===== src/rtl/sc_regbus_pkg.sv =====
// Shared types, constants and the address decoder for the register-bus splitter.
package sc_regbus_pkg;

  localparam int unsigned TYP_W   = 10;
  // The decoder works on maximum-size vectors; callers zero-extend into them.
  localparam int unsigned DEC_AW  = 64;
  localparam int unsigned DEC_TGT = 16;

  typedef enum logic [1:0] {IDLE, ISSUE, RESP} ch_state_t;

  typedef struct packed {
    logic       hit;
    logic [3:0] idx;
  } dec_t;

  // Lowest-indexed target whose masked base matches the address wins.
  function automatic dec_t decode(input logic [DEC_AW-1:0]         adr,
                                  input logic [DEC_TGT*DEC_AW-1:0] base,
                                  input logic [DEC_TGT*DEC_AW-1:0] mask,
                                  input int unsigned               num);
    dec_t d;
    d = '0;
    for (int unsigned i = 0; i < DEC_TGT; i++) begin
      if (!d.hit && (i < num) &&
          ((adr & mask[i*DEC_AW +: DEC_AW]) == base[i*DEC_AW +: DEC_AW])) begin
        d.hit = 1'b1;
        d.idx = 4'(i);
      end
    end
    return d;
  endfunction

endpackage


===== src/rtl/sc_regbus_split_ch.sv =====
// One register-bus channel: decode, latch, forward to the selected target, wait with timeout,
// and return a single-cycle completion upstream.
module sc_regbus_split_ch
  import sc_regbus_pkg::*;
#(
  parameter int unsigned               AW       = 32,
  parameter int unsigned               DW       = 32,
  parameter int unsigned               NUM_TGT  = 4,
  parameter logic [NUM_TGT*AW-1:0]     TGT_BASE = '0,
  parameter logic [NUM_TGT*AW-1:0]     TGT_MASK = '0,
  parameter int unsigned               TMO_CYC  = 256
) (
  input  logic                    i_clk,
  input  logic                    i_rst,
  input  logic [AW-1:0]           i_adr,
  input  logic [TYP_W-1:0]        i_typ,
  input  logic [DW/8-1:0]         i_enb,
  input  logic [DW-1:0]           i_wdat,
  output logic                    o_wat,
  output logic                    o_err,
  output logic [DW-1:0]           o_rdat,
  output logic [AW-1:0]           o_dadr,
  output logic [TYP_W-1:0]        o_dtyp,
  output logic [DW-1:0]           o_dwdat,
  output logic [NUM_TGT*DW/8-1:0] o_denb,
  input  logic [NUM_TGT-1:0]      i_dwat,
  input  logic [NUM_TGT-1:0]      i_derr,
  input  logic [NUM_TGT*DW-1:0]   i_drdat,
  output logic                    o_decerr,
  output logic                    o_tmo
);

  localparam int unsigned BW = DW / 8;
  localparam int unsigned SW = (NUM_TGT > 1) ? $clog2(NUM_TGT) : 1;
  localparam int unsigned CW = (TMO_CYC > 0) ? $clog2(TMO_CYC + 1) : 1;
  localparam logic [CW-1:0] CNT_LAST = CW'(TMO_CYC - 1);
  localparam logic [CW-1:0] CNT_MAX  = {CW{1'b1}};

  ch_state_t r_state, w_state_nxt;

  logic [AW-1:0]    r_adr;
  logic [TYP_W-1:0] r_typ;
  logic [BW-1:0]    r_enb;
  logic [DW-1:0]    r_wdat;
  logic [SW-1:0]    r_sel;
  logic [CW-1:0]    r_cnt;
  logic             r_err;
  logic [DW-1:0]    r_rdat;
  logic             r_decerr;
  logic             r_tmo;

  logic                       w_req;
  logic                       w_latch;
  logic                       w_capture;
  logic                       w_abort;
  logic [DEC_AW-1:0]          w_adr_x;
  logic [DEC_TGT*DEC_AW-1:0]  w_base_x;
  logic [DEC_TGT*DEC_AW-1:0]  w_mask_x;
  dec_t                       w_dec;
  logic [SW-1:0]              w_sel;
  logic [AW-1:0]              w_off;

  assign w_req = (i_enb != '0);

  // Address decode of the live upstream request (only consumed in IDLE).
  always_comb begin
    w_adr_x  = DEC_AW'(i_adr);
    w_base_x = '0;
    w_mask_x = '0;
    for (int i = 0; i < int'(NUM_TGT); i++) begin
      w_base_x[i*DEC_AW +: DEC_AW] = DEC_AW'(TGT_BASE[i*AW +: AW]);
      w_mask_x[i*DEC_AW +: DEC_AW] = DEC_AW'(TGT_MASK[i*AW +: AW]);
    end
    w_dec = decode(w_adr_x, w_base_x, w_mask_x, NUM_TGT);
    w_sel = SW'(w_dec.idx);
    w_off = i_adr & ~TGT_MASK[w_sel*AW +: AW];
  end

  // FSM state register.
  always_ff @(posedge i_clk) begin
    if (i_rst) begin
      r_state <= IDLE;
    end else begin
      r_state <= w_state_nxt;
    end
  end

  // Next state, upstream handshake and downstream byte enables.
  always_comb begin
    w_state_nxt = r_state;
    w_latch     = 1'b0;
    w_capture   = 1'b0;
    w_abort     = 1'b0;
    o_wat       = 1'b0;
    o_err       = 1'b0;
    o_denb      = '0;
    unique case (r_state)
      IDLE: begin
        o_wat = w_req;
        if (w_req) begin
          w_latch     = 1'b1;
          w_state_nxt = w_dec.hit ? ISSUE : RESP;
        end
      end
      ISSUE: begin
        o_wat = 1'b1;
        o_denb[r_sel*BW +: BW] = r_enb;
        if (!i_dwat[r_sel]) begin
          w_capture   = 1'b1;
          w_state_nxt = RESP;
        end else if ((TMO_CYC != 0) && (r_cnt == CNT_LAST)) begin
          w_abort     = 1'b1;
          w_state_nxt = RESP;
        end
      end
      RESP: begin
        o_err       = r_err;
        w_state_nxt = IDLE;
      end
      default: w_state_nxt = IDLE;
    endcase
    // Hold the master off while reset is applied so nothing completes.
    if (i_rst) begin
      o_wat = w_req;
    end
  end

  // Request latch, response capture, wait counter and status pulses.
  always_ff @(posedge i_clk) begin
    if (i_rst) begin
      r_adr    <= '0;
      r_typ    <= '0;
      r_enb    <= '0;
      r_wdat   <= '0;
      r_sel    <= '0;
      r_cnt    <= '0;
      r_err    <= 1'b0;
      r_rdat   <= '0;
      r_decerr <= 1'b0;
      r_tmo    <= 1'b0;
    end else begin
      r_decerr <= 1'b0;
      r_tmo    <= 1'b0;
      if (w_latch) begin
        r_adr    <= w_off;
        r_typ    <= i_typ;
        r_enb    <= i_enb;
        r_wdat   <= i_wdat;
        r_sel    <= w_sel;
        r_cnt    <= '0;
        r_err    <= ~w_dec.hit;
        r_decerr <= ~w_dec.hit;
        if (!w_dec.hit) begin
          r_rdat <= '0;
        end
      end else if (w_capture) begin
        r_err  <= i_derr[r_sel];
        r_rdat <= i_derr[r_sel] ? '0 : i_drdat[r_sel*DW +: DW];
      end else if (w_abort) begin
        r_err  <= 1'b1;
        r_tmo  <= 1'b1;
        r_rdat <= '0;
      end else if ((r_state == ISSUE) && (r_cnt != CNT_MAX)) begin
        r_cnt <= r_cnt + 1'b1;
      end
    end
  end

  assign o_rdat   = r_rdat;
  assign o_dadr   = r_adr;
  assign o_dtyp   = r_typ;
  assign o_dwdat  = r_wdat;
  assign o_decerr = r_decerr;
  assign o_tmo    = r_tmo;

endmodule


===== src/rtl/sc_regbus_split.sv =====
// Register-bus splitter: one upstream master fanned out to NUM_TGT register targets, with
// independent write and read channels.
module sc_regbus_split
  import sc_regbus_pkg::*;
#(
  parameter int unsigned           AW       = 32,
  parameter int unsigned           DW       = 32,
  parameter int unsigned           NUM_TGT  = 4,
  parameter logic [NUM_TGT*AW-1:0] TGT_BASE = {32'h0000_3000, 32'h0000_2000,
                                               32'h0000_1000, 32'h0000_0000},
  parameter logic [NUM_TGT*AW-1:0] TGT_MASK = {NUM_TGT{32'hFFFF_F000}},
  parameter int unsigned           TMO_CYC  = 256
) (
  input  logic                    CLK,
  input  logic                    RST,
  input  logic [AW-1:0]           U_WADR,
  input  logic [TYP_W-1:0]        U_WTYP,
  input  logic [DW/8-1:0]         U_WENB,
  input  logic [DW-1:0]           U_WDAT,
  output logic                    U_WWAT,
  output logic                    U_WERR,
  input  logic [AW-1:0]           U_RADR,
  input  logic [TYP_W-1:0]        U_RTYP,
  input  logic [DW/8-1:0]         U_RENB,
  output logic [DW-1:0]           U_RDAT,
  output logic                    U_RWAT,
  output logic                    U_RERR,
  output logic [AW-1:0]           D_WADR,
  output logic [TYP_W-1:0]        D_WTYP,
  output logic [DW-1:0]           D_WDAT,
  output logic [NUM_TGT*DW/8-1:0] D_WENB,
  input  logic [NUM_TGT-1:0]      D_WWAT,
  input  logic [NUM_TGT-1:0]      D_WERR,
  output logic [AW-1:0]           D_RADR,
  output logic [TYP_W-1:0]        D_RTYP,
  output logic [NUM_TGT*DW/8-1:0] D_RENB,
  input  logic [NUM_TGT*DW-1:0]   D_RDAT,
  input  logic [NUM_TGT-1:0]      D_RWAT,
  input  logic [NUM_TGT-1:0]      D_RERR,
  output logic                    W_DECERR,
  output logic                    W_TMO,
  output logic                    R_DECERR,
  output logic                    R_TMO
);

  logic [DW-1:0] w_unused_wr_rdat;
  logic [DW-1:0] w_unused_rd_wdat;

  // Write channel; the read-data path is tied off.
  sc_regbus_split_ch #(
    .AW      (AW),
    .DW      (DW),
    .NUM_TGT (NUM_TGT),
    .TGT_BASE(TGT_BASE),
    .TGT_MASK(TGT_MASK),
    .TMO_CYC (TMO_CYC)
  ) u_wr (
    .i_clk   (CLK),
    .i_rst   (RST),
    .i_adr   (U_WADR),
    .i_typ   (U_WTYP),
    .i_enb   (U_WENB),
    .i_wdat  (U_WDAT),
    .o_wat   (U_WWAT),
    .o_err   (U_WERR),
    .o_rdat  (w_unused_wr_rdat),
    .o_dadr  (D_WADR),
    .o_dtyp  (D_WTYP),
    .o_dwdat (D_WDAT),
    .o_denb  (D_WENB),
    .i_dwat  (D_WWAT),
    .i_derr  (D_WERR),
    .i_drdat ('0),
    .o_decerr(W_DECERR),
    .o_tmo   (W_TMO)
  );

  // Read channel; there is no write data to forward.
  sc_regbus_split_ch #(
    .AW      (AW),
    .DW      (DW),
    .NUM_TGT (NUM_TGT),
    .TGT_BASE(TGT_BASE),
    .TGT_MASK(TGT_MASK),
    .TMO_CYC (TMO_CYC)
  ) u_rd (
    .i_clk   (CLK),
    .i_rst   (RST),
    .i_adr   (U_RADR),
    .i_typ   (U_RTYP),
    .i_enb   (U_RENB),
    .i_wdat  ('0),
    .o_wat   (U_RWAT),
    .o_err   (U_RERR),
    .o_rdat  (U_RDAT),
    .o_dadr  (D_RADR),
    .o_dtyp  (D_RTYP),
    .o_dwdat (w_unused_rd_wdat),
    .o_denb  (D_RENB),
    .i_dwat  (D_RWAT),
    .i_derr  (D_RERR),
    .i_drdat (D_RDAT),
    .o_decerr(R_DECERR),
    .o_tmo   (R_TMO)
  );

endmodule


===== config.mk =====
export PLATFORM = sky130hd
export DESIGN_NAME = sc_regbus_split
export DESIGN_NICKNAME = d
export VERILOG_FILES = /design/src/rtl/sc_regbus_pkg.sv /design/src/rtl/sc_regbus_split_ch.sv /design/src/rtl/sc_regbus_split.sv
export SDC_FILE = /design/constraint.sdc
export NUM_CORES = 1
export LEC_CHECK = 0
export CORE_MARGIN = 2
export CORE_UTILIZATION = 31
export DETAILED_ROUTE_END_ITERATION = 8
export DONT_BUFFER_PORTS = 1
export HOLD_SLACK_MARGIN = 0.06
export SLEW_MARGIN = 20
export SYNTH_ARGS = -nofsm -noshare
export SYNTH_HDL_FRONTEND = slang
export SYNTH_HIERARCHICAL = 1
export SYNTH_SLANG_ARGS = --single-unit

===== constraint.sdc =====
create_clock -name CLK -period 4.9 [get_ports CLK]
set_clock_uncertainty 0.05 [all_clocks]
set_input_delay 0.98 -clock CLK [delete_from_list [all_inputs] [get_ports CLK]]
set_output_delay 0.98 -clock CLK [all_outputs]
set_load 0.005 [all_outputs]

==> qor.yml <==
sta:
  setup_viol: 0
  rsz0062_at_grt: "false"
  fmax_ghz: 0.2775
  hold_violations: 0
  final_max_slew_viol_count: 0
  whs_ps: 421.1
  period_share_pct: 73.53
  fin_ws_ps: 1297
  setup_tns_ps: 0
  tightest_slew_ps: 901.8
  layout_min_cycle_time_ps: 3603
  max-slew-margin-rel_pct: 39.75
routing:
  antenna_left: 0
  firstDrtPassIters: 4
  wl_um: 20020
  wl_per_cell_um: 19.08
  viasPerCell: 5.182
  num_vias: 5436
  drc: 0
  drt-initial-drc-count: 425
finish:
  area_growth_pct: 8.348
  nFillCells: 2310
  layout-drive-gt1-share_pct: 12.06
  nets: 1036
global_routing:
  grt_overflow: 0
  grt_usage_pct: 15.21
  grt_max_degree: 105
  grt_pass1_vias: 4902
  grt_pass1_wl_um: 28390
  antenna_found_initial: 1
floorplan:
  die_area_um2: 24240
  start_util_pct: 31.51
  coreArea_um2: 22640
  rows: 55
  die_w_um: 155.7
  die_h_um: 155.7
  io_pins: 458
cts:
  h-tree-depth: 4
  cts_sinks: 148
  worstSkewPairLatency_ps: 410
  numCtsBuffers: 17
  clock_path_buffers: 2
  cts_setup_buffers: 0
  root_buffer: "clkbuf_16"
  hold_buffers: 0
  cts_tree: "built"
  clk_pin_slew_ps: 60
  cts_resized: 0
power:
  leakage_nw: 2.830
  peakVddDrop_mv: 0.1842
  power_density_nw_per_um2: 358.6
worst_setup_path:
  critPathMostFrequentCell: "inv_1"
  critPathBufInv: 2
  crit_fanout: 39
  worst_path_largest_cell_delay_ps: 890
  cp_data_required_time_ps: 3870
  cpLargestDelayFamily: "flip-flops"
  r2r-start: "u_rd/r_sel[1]"
  cp-startpoint: "u_rd/r_sel[1]"
  crit_path_top_delay_cell: "dfxtp_2"
  cp_cell_sequence: "inv_1 > ha_1 > inv_1 > nand4_1 > nor2_1 > and2_1"
  cp-end-kind: "primary output"
  arrival_ps: 2570
  critPathKind: "flop to primary output"
  start_kind: "flop"
synthesis:
  avgSynthCellArea_um2: 9.100
  synth_area_um2: 7134
  ys_warn_count: 6
  synthCells: 784
run_status:
  status: "completed"
worst_hold_path:
  hp-class: "flop to flop"
  min-delay-start: "u_wr/o_dadr[6]"
placed_design:
  finalWeightedCongestion: 0.8676
  dp_slack_ps: 1760
  io_buffers: 0
  dp_hpwl_um: 15020
flow_run:
  maxCapViolations: 0
## sequential cells by signal (all words and copies together) (netlist names), 4 cells and up
name,flops
u_wr/o_dtyp,10
u_wr/o_dwdat,32
u_wr/r_enb,4
u_rd/o_rdat,32
u_wr/o_dadr,12
u_wr/r_cnt,9
u_rd/r_enb,4
u_rd/o_dadr,12
u_rd/o_dtyp,10
u_rd/r_cnt,9
## through the flow
stage                     util (%)  power, mW  std cells  area (µm²)
after floorplan                  -      1.496        822        7277
after global routing         34.13      2.898       1048        7727
after global placement       31.51      1.499       1015        7134
final                        34.14      2.772       1049        7730
after CTS                    34.08      2.820       1047        7716
after detailed placement     31.51      1.504       1015        7134
## area by class of cell
class | count | area [µm²] | share of cell area [%]
timing repair buffer | 6 | 48.80 | 0.6313
antenna | 1 | 2.502 | 0.03237
inverter | 11 | 41.29 | 0.5342
multi-input combinational | 566 | 3734 | 48.30
clock buffer | 18 | 439.2 | 5.681
sequential | 148 | 2965 | 38.36
clock inverter | 14 | 142.6 | 1.845
tap | 285 | 356.6 | 4.613
## worst paths after layout
path                          end  depth (start not counted)  slack [ps]
hold / removal     u_wr/o_dadr[6]                          2         420
setup / recovery        D_RENB[0]                          6        1300
setup reg to reg  u_rd/o_rdat[10]                          5        2110
hold reg to reg    u_wr/o_dadr[6]                          2         420
## worst reg2reg max path, delay by kind of cell (launching register included)
family / cells / cell delay (ps)
flip-flops: 1 / 890
AND/OR/NAND/NOR: 1 / 390
AO/OA/AOI/OAI: 3 / 1160
buffers and inverters: 1 / 260
## routing by layer
metal  track usage (%)  vias up  share of wire [%]
met5                 0        -              0.090
met4             5.111        2                1.4
met3             4.722       20                7.9
met2             24.25      240                 48
met1             19.57     2625                 43
li1                  -     2549                  -
## placed cells by master, fill, tap and decap left out, drive strengths merged
cell type,instances
a2111oi,2
a211oi,2
a21boi,2
a21oi,93
a22o,32
and2,32
and3,4
and4,5
and4b,1
buf,6
bufinv,1
clkbuf,18
clkinv,1
clkinvlp,5
conb,40
dfxtp,148
diode,1
ha,16
inv,18
mux2i,6
mux4,36
nand2,185
nand2b,4
nand3,12
nand4,3
nor2,37
nor3,7
nor4,15
nor4b,4
nor4bb,2
o211a,2
o21ai,2
or2,2
or3,4
or3b,2
xnor2,4
xor2,10
## report_power, final
group	internal, mW	switching (mW)	total, mW
Sequential	1.26	0.0475	1.31
Combinational	0.0671	0.103	0.170
Clock	0.728	0.567	1.30
Note: power is estimated with default switching activity, not from simulation.
